[src/rtl/acc_ctrl_seq.sv]
// Accelerator control sequencer: decodes an opcode and walks one channel through
// LOAD/DRAIN with handshake, watchdog, protocol-error detection and software abort.
module acc_ctrl_seq #(
  parameter int unsigned      NUM_ACC = 3,
  parameter int unsigned      OP_W    = 2,
  parameter int unsigned      TMO_W   = 16,
  parameter logic [TMO_W-1:0] TMO_CYC = '0
) (
  input  logic               clk,
  input  logic               reset,
  input  logic               instr_valid,
  input  logic [OP_W-1:0]    instr_op,
  output logic               instr_ready,
  input  logic               sw_abort,
  input  logic [NUM_ACC-1:0] read_done,
  input  logic [NUM_ACC-1:0] write_done,
  output logic [NUM_ACC-1:0] acc_enable,
  output logic [NUM_ACC-1:0] put_req,
  output logic [NUM_ACC-1:0] get_req,
  output logic               ram_read_enable,
  output logic               ram_write_enable,
  output logic               acc_done,
  output logic               acc_error,
  output logic               busy
);

  localparam int unsigned     CH_W    = (NUM_ACC > 1) ? $clog2(NUM_ACC) : 1;
  localparam logic [OP_W-1:0] MAX_OP  = OP_W'(NUM_ACC);
  localparam logic [TMO_W-1:0] CNT_MAX = '1;

  typedef enum logic [2:0] {
    IDLE  = 3'd0,
    LOAD  = 3'd1,
    DRAIN = 3'd2,
    DONE  = 3'd3,
    ABORT = 3'd4
  } state_t;

  state_t            state_q, state_n;
  logic [CH_W-1:0]   ch_q, ch_n;
  logic [TMO_W-1:0]  cnt_q, cnt_n;

  logic [NUM_ACC-1:0] sel_oh;
  logic               rd_sel, wr_sel, tmo_hit;
  logic [TMO_W-1:0]   cnt_inc;

  logic [NUM_ACC-1:0] oh_n;
  logic [NUM_ACC-1:0] enable_d, put_d, get_d;
  logic               ready_d, done_d, error_d, busy_d;

  // Only the latched channel's done strobes are observed
  assign sel_oh  = NUM_ACC'(1) << ch_q;
  assign rd_sel  = |(read_done & sel_oh);
  assign wr_sel  = |(write_done & sel_oh);
  assign tmo_hit = (TMO_CYC != '0) && (cnt_q == TMO_CYC - TMO_W'(1));
  assign cnt_inc = (cnt_q == CNT_MAX) ? cnt_q : cnt_q + TMO_W'(1);

  // State, channel, watchdog and output registers
  always_ff @(posedge clk or negedge reset) begin
    if (!reset) begin
      state_q     <= IDLE;
      ch_q        <= '0;
      cnt_q       <= '0;
      acc_enable  <= '0;
      put_req     <= '0;
      get_req     <= '0;
      ram_read_enable  <= 1'b0;
      ram_write_enable <= 1'b0;
      acc_done    <= 1'b0;
      acc_error   <= 1'b0;
      busy        <= 1'b0;
      instr_ready <= 1'b1;
    end else begin
      state_q     <= state_n;
      ch_q        <= ch_n;
      cnt_q       <= cnt_n;
      acc_enable  <= enable_d;
      put_req     <= put_d;
      get_req     <= get_d;
      ram_read_enable  <= |put_d;
      ram_write_enable <= |get_d;
      acc_done    <= done_d;
      acc_error   <= error_d;
      busy        <= busy_d;
      instr_ready <= ready_d;
    end
  end

  // Next-state: abort > protocol error > done > timeout inside a data phase
  always_comb begin
    state_n = state_q;
    ch_n    = ch_q;
    cnt_n   = cnt_q;
    case (state_q)
      IDLE: begin
        if (instr_valid && (instr_op != '0)) begin
          if (instr_op <= MAX_OP) begin
            ch_n    = CH_W'(instr_op - OP_W'(1));
            cnt_n   = '0;
            state_n = LOAD;
          end else begin
            state_n = ABORT;
          end
        end
      end
      LOAD: begin
        if (sw_abort) begin
          state_n = ABORT;
        end else if (wr_sel && !rd_sel) begin
          state_n = ABORT;
        end else if (rd_sel && wr_sel) begin
          state_n = DONE;
        end else if (rd_sel) begin
          cnt_n   = '0;
          state_n = DRAIN;
        end else if (tmo_hit) begin
          state_n = ABORT;
        end else begin
          cnt_n = cnt_inc;
        end
      end
      DRAIN: begin
        if (sw_abort) begin
          state_n = ABORT;
        end else if (wr_sel) begin
          state_n = DONE;
        end else if (tmo_hit) begin
          state_n = ABORT;
        end else begin
          cnt_n = cnt_inc;
        end
      end
      DONE:    state_n = IDLE;
      ABORT:   state_n = IDLE;
      default: state_n = IDLE;
    endcase
  end

  // Output decode from the upcoming state so the registered outputs track state_q
  always_comb begin
    oh_n     = NUM_ACC'(1) << ch_n;
    enable_d = '0;
    put_d    = '0;
    get_d    = '0;
    ready_d  = 1'b0;
    done_d   = 1'b0;
    error_d  = 1'b0;
    busy_d   = 1'b1;
    case (state_n)
      IDLE: begin
        ready_d = 1'b1;
        busy_d  = 1'b0;
      end
      LOAD: begin
        enable_d = oh_n;
        put_d    = oh_n;
        get_d    = oh_n;
      end
      DRAIN: begin
        enable_d = oh_n;
        get_d    = oh_n;
      end
      DONE:    done_d  = 1'b1;
      ABORT:   error_d = 1'b1;
      default: begin
        ready_d = 1'b1;
        busy_d  = 1'b0;
      end
    endcase
  end

  // Structural invariants on the registered outputs
  a_enable_onehot : assert property (@(posedge clk) disable iff (!reset)
    $onehot0(acc_enable));
  a_req_in_enable : assert property (@(posedge clk) disable iff (!reset)
    ((put_req | get_req) & ~acc_enable) == '0);
  a_done_xor_err : assert property (@(posedge clk) disable iff (!reset)
    !(acc_done && acc_error));
  a_ready_vs_busy : assert property (@(posedge clk) disable iff (!reset)
    instr_ready != busy);

endmodule

[config.mk]
export PLATFORM = sky130hd
export DESIGN_NAME = acc_ctrl_seq
export DESIGN_NICKNAME = d
export VERILOG_FILES = /design/src/rtl/acc_ctrl_seq.sv
export SDC_FILE = /design/constraint.sdc
export NUM_CORES = 1
export LEC_CHECK = 0
export ABC_CLOCK_PERIOD_IN_PS = 1450
export CORE_UTILIZATION = 39
export DETAILED_ROUTE_END_ITERATION = 8
export PLACE_DENSITY_LB_ADDON = 0.08
export SLEW_MARGIN = 20
export SYNTH_ARGS = -nofsm -noshare
export SYNTH_HDL_FRONTEND = slang
export SYNTH_SLANG_ARGS = --single-unit
[constraint.sdc]
create_clock -name clk -period 1.45 [get_ports clk]
set_input_delay 0.2175 -clock clk [delete_from_list [all_inputs] [get_ports clk]]
set_output_delay 0.2175 -clock clk [all_outputs]
set_load 0.02 [all_outputs]
==> flow_summary.ini <==
[floorplanning]
die-area_mm2 = 0.00228
start_util_pct = 41.6
coreArea_mm2 = 0.00196
ios = 27
rows = 16
die_h_um = 47.8
die_w_um = 47.8

[finish]
antennaDiodeCount = 0
postLayoutCellArea_mm2 = 0.00129
areaGrowthSynthToFinish_pct = 57.7
layout_common_cells = 16 x dfrtp_1, 16 x buf_4, 11 x clkdlybuf4s50_1
drive_gt1_share_pct = 30.3
nNetsFinal = 133
nFillCells = 180
stdcell_count = 146

[yosys]
syn-num-nets = 93
syn_avg_cell_area_um2 = 10.2
ys_ff_latch = 17
ys_seq_area_share_pct = 52.2
yosysWarnings = 0
synth_area_um2 = 817
synthCells = 80
synth.distinct_cells = 31

[placed_design]
placed_cell_area_mm2 = 0.00120
post-place-ws_ns = -0.334
gp_congestion = 0.776
placed_cells = 141
io_buffers = 26
dp_hpwl_um = 1410

[worst_setup_path]
path_class = reg2reg
worstSetupStartpointType = flop
required_ns = 1.65
path_max_fanout = 4
cp_data_arrival_time_ns = 1.79
endpoint_kind = flop

[routing]
drt-pass1-iter-count = 4
detail-route-antenna-nets = 0
totalWireLength_um = 1800
drt_iter0_markers = 8
wl_per_cell_um = 12.3
num_vias = 712
drc = 0
viasPerCell = 4.88

[flow_run]
max_cap_violations = 0

[clocking]
clockRootBuffer = clkbuf_4
path_clk_slew_ns = 0.10
cts_tree = done
clk_latency_ns = 0.29
clkSinkCount = 17
clk_path_buf_depth = 2
numCtsBuffers = 3
postCtsHoldBufs = 0
htree_num_levels = 1

[pwr]
leakage_nw = 0.703
cellPowerDensity_mw_per_mm2 = 1780
peakVddDrop_v = 0.00110

[sta]
worst_slack_ns = -0.133
rsz0062_at_grt = true
holdWs_ns = 0.248
fmax_ghz = 0.632
slew_headroom_pct = 82.1
finalCritPeriodShare_pct = 109
worst_pin_slew_ns = 0.265
min_period_ns = 1.58
setup_viol = 8
skew_ns = 0.00225
drv_slew = 0
timing_hold_violations_final = 0

[grt]
grt_first_pass_wirelength_um = 2560
track_usage_pct = 16.7
antenna_found_initial = 0
grt_pass1_vias = 639
grt_max_degree = 18
grt_overflow = 0

[run_status]
status = complete, but fails checks
violations = negative setup slack

[min_path]
hold_class = in2async
-- path summary, 6_finish.rpt --
path                       startpoint           to  slack, ns  cells past startpoint
max                           ch_q[0]   put_req[0]      -0.13                      4
min                             reset   put_req[2]       0.25                      2
max reg2reg                   ch_q[0]   put_req[0]      -0.13                      4
min reg2reg                state_q[2]   state_q[2]       0.58                      2
max in group asynchronous       reset  instr_ready       0.95                      2
min in group clk           state_q[2]   state_q[2]       0.58                      2
-- power breakdown --
| part | internal, mW | switching [mW] | total, mW |
|---|---|---|---|
| sequential | 0.636 | 0.0742 | 0.710 |
| combinational | 0.672 | 0.666 | 1.34 |
| clock | 0.107 | 0.144 | 0.251 |
-- cell families after synthesis --
kind of cell	Yosys count	synth area share, %
muxes	2	2.45
AOI/OAI and AO/OA	19	15.2
adders and majority gates	1	1.53
and+or+nand+nor	31	21.0
buffers and inverters	9	6.58
xor gates and xnor gates	1	1.07
DFF	17	52.2
-- cells in the mapped netlist --
cell type / count / area (um2)
dfrtp_1: 16 / 400
inv_1: 2 / 7.51
nand3b_1: 2 / 15.0
nand2b_1: 3 / 18.8
and3_1: 1 / 6.26
a31oi_1: 1 / 6.26
o2bb2ai_1: 2 / 17.5
o31ai_2: 1 / 12.5
ha_1: 1 / 12.5
buf_1: 1 / 3.75
buf_4: 3 / 22.5
nand2_1: 1 / 3.75
or3_1: 2 / 12.5
or2_2: 3 / 18.8
clkbuf_1: 1 / 3.75
and2_1: 2 / 12.5
mux2i_1: 2 / 20.0
or4_4: 1 / 11.3
o31ai_1: 2 / 15.0
nand3_1: 3 / 15.0
buf_6: 1 / 11.3
nor2_1: 9 / 33.8
buf_2: 1 / 5.00
a2bb2oi_1: 1 / 8.76
o41ai_1: 1 / 8.76
xnor2_1: 1 / 8.76
nor2b_1: 3 / 18.8
a21oi_1: 7 / 35.0
dfstp_2: 1 / 26.3
o21ai_0: 4 / 20.0
nor3_1: 1 / 5.00
-- sequential cells by signal, indices dropped and copies added, names as in the netlist --
| signal | flops |
|---|---|
| ram_read_enable | 1 |
| instr_ready | 1 |
| busy | 1 |
| acc_error | 1 |
| state_q | 3 |
| put_req | 3 |
| ch_q | 2 |
| acc_done | 1 |
| ram_write_enable | 1 |
| get_req | 3 |
-- critical path, cell delays in order (launching register included) --
cell and delay (ns):
dfrtp_1 0.42, mux2i_1 0.25, o2bb2ai_2 0.09, or4_4 0.56, o31ai_4 0.18
-- per-stage QoR --
| stage | power, mW | setup TNS (ns) | util [%] |
|---|---|---|---|
| 3_3_place_gp | 1.98 | -3.46 | 61.4 |
| 3_5_place_dp | 2.00 | -4.02 | 61.4 |
| 2_1_floorplan | 1.49 | -0.301 | - |
| 6_report | 2.30 | -0.646 | 65.7 |
| 4_1_cts | 2.30 | -0.754 | 64.2 |
| 5_1_grt | 2.45 | -1.37 | 65.7 |
-- layer usage --
metal | part of all wire, % | global-route usage, %
met1 | 43 | 18.1
met4 | 0.50 | 6.67
met3 | 5.0 | 3.40
met2 | 52 | 31.4
met5 | 0 | 0
-- final cells by class --
class	count	area, um2	area share [%]
Clock buffer	4	26.3	2.04
Inverter	2	7.51	0.583
Multi-Input combinational cell	54	407	31.6
Sequential cell	17	427	33.1
Tap cell	27	33.8	2.62
Timing Repair Buffer	42	388	30.1
-- what timing repair did --
action | CTS | global route
setup buffers | 2 | 0
cloned | 0 | 0
pin swaps | 4 | 4
setup endpoints to repair | 20 | 21
gates resized for setup | 14 | 12
No activity file was read; power rests on OpenSTA's default activity.
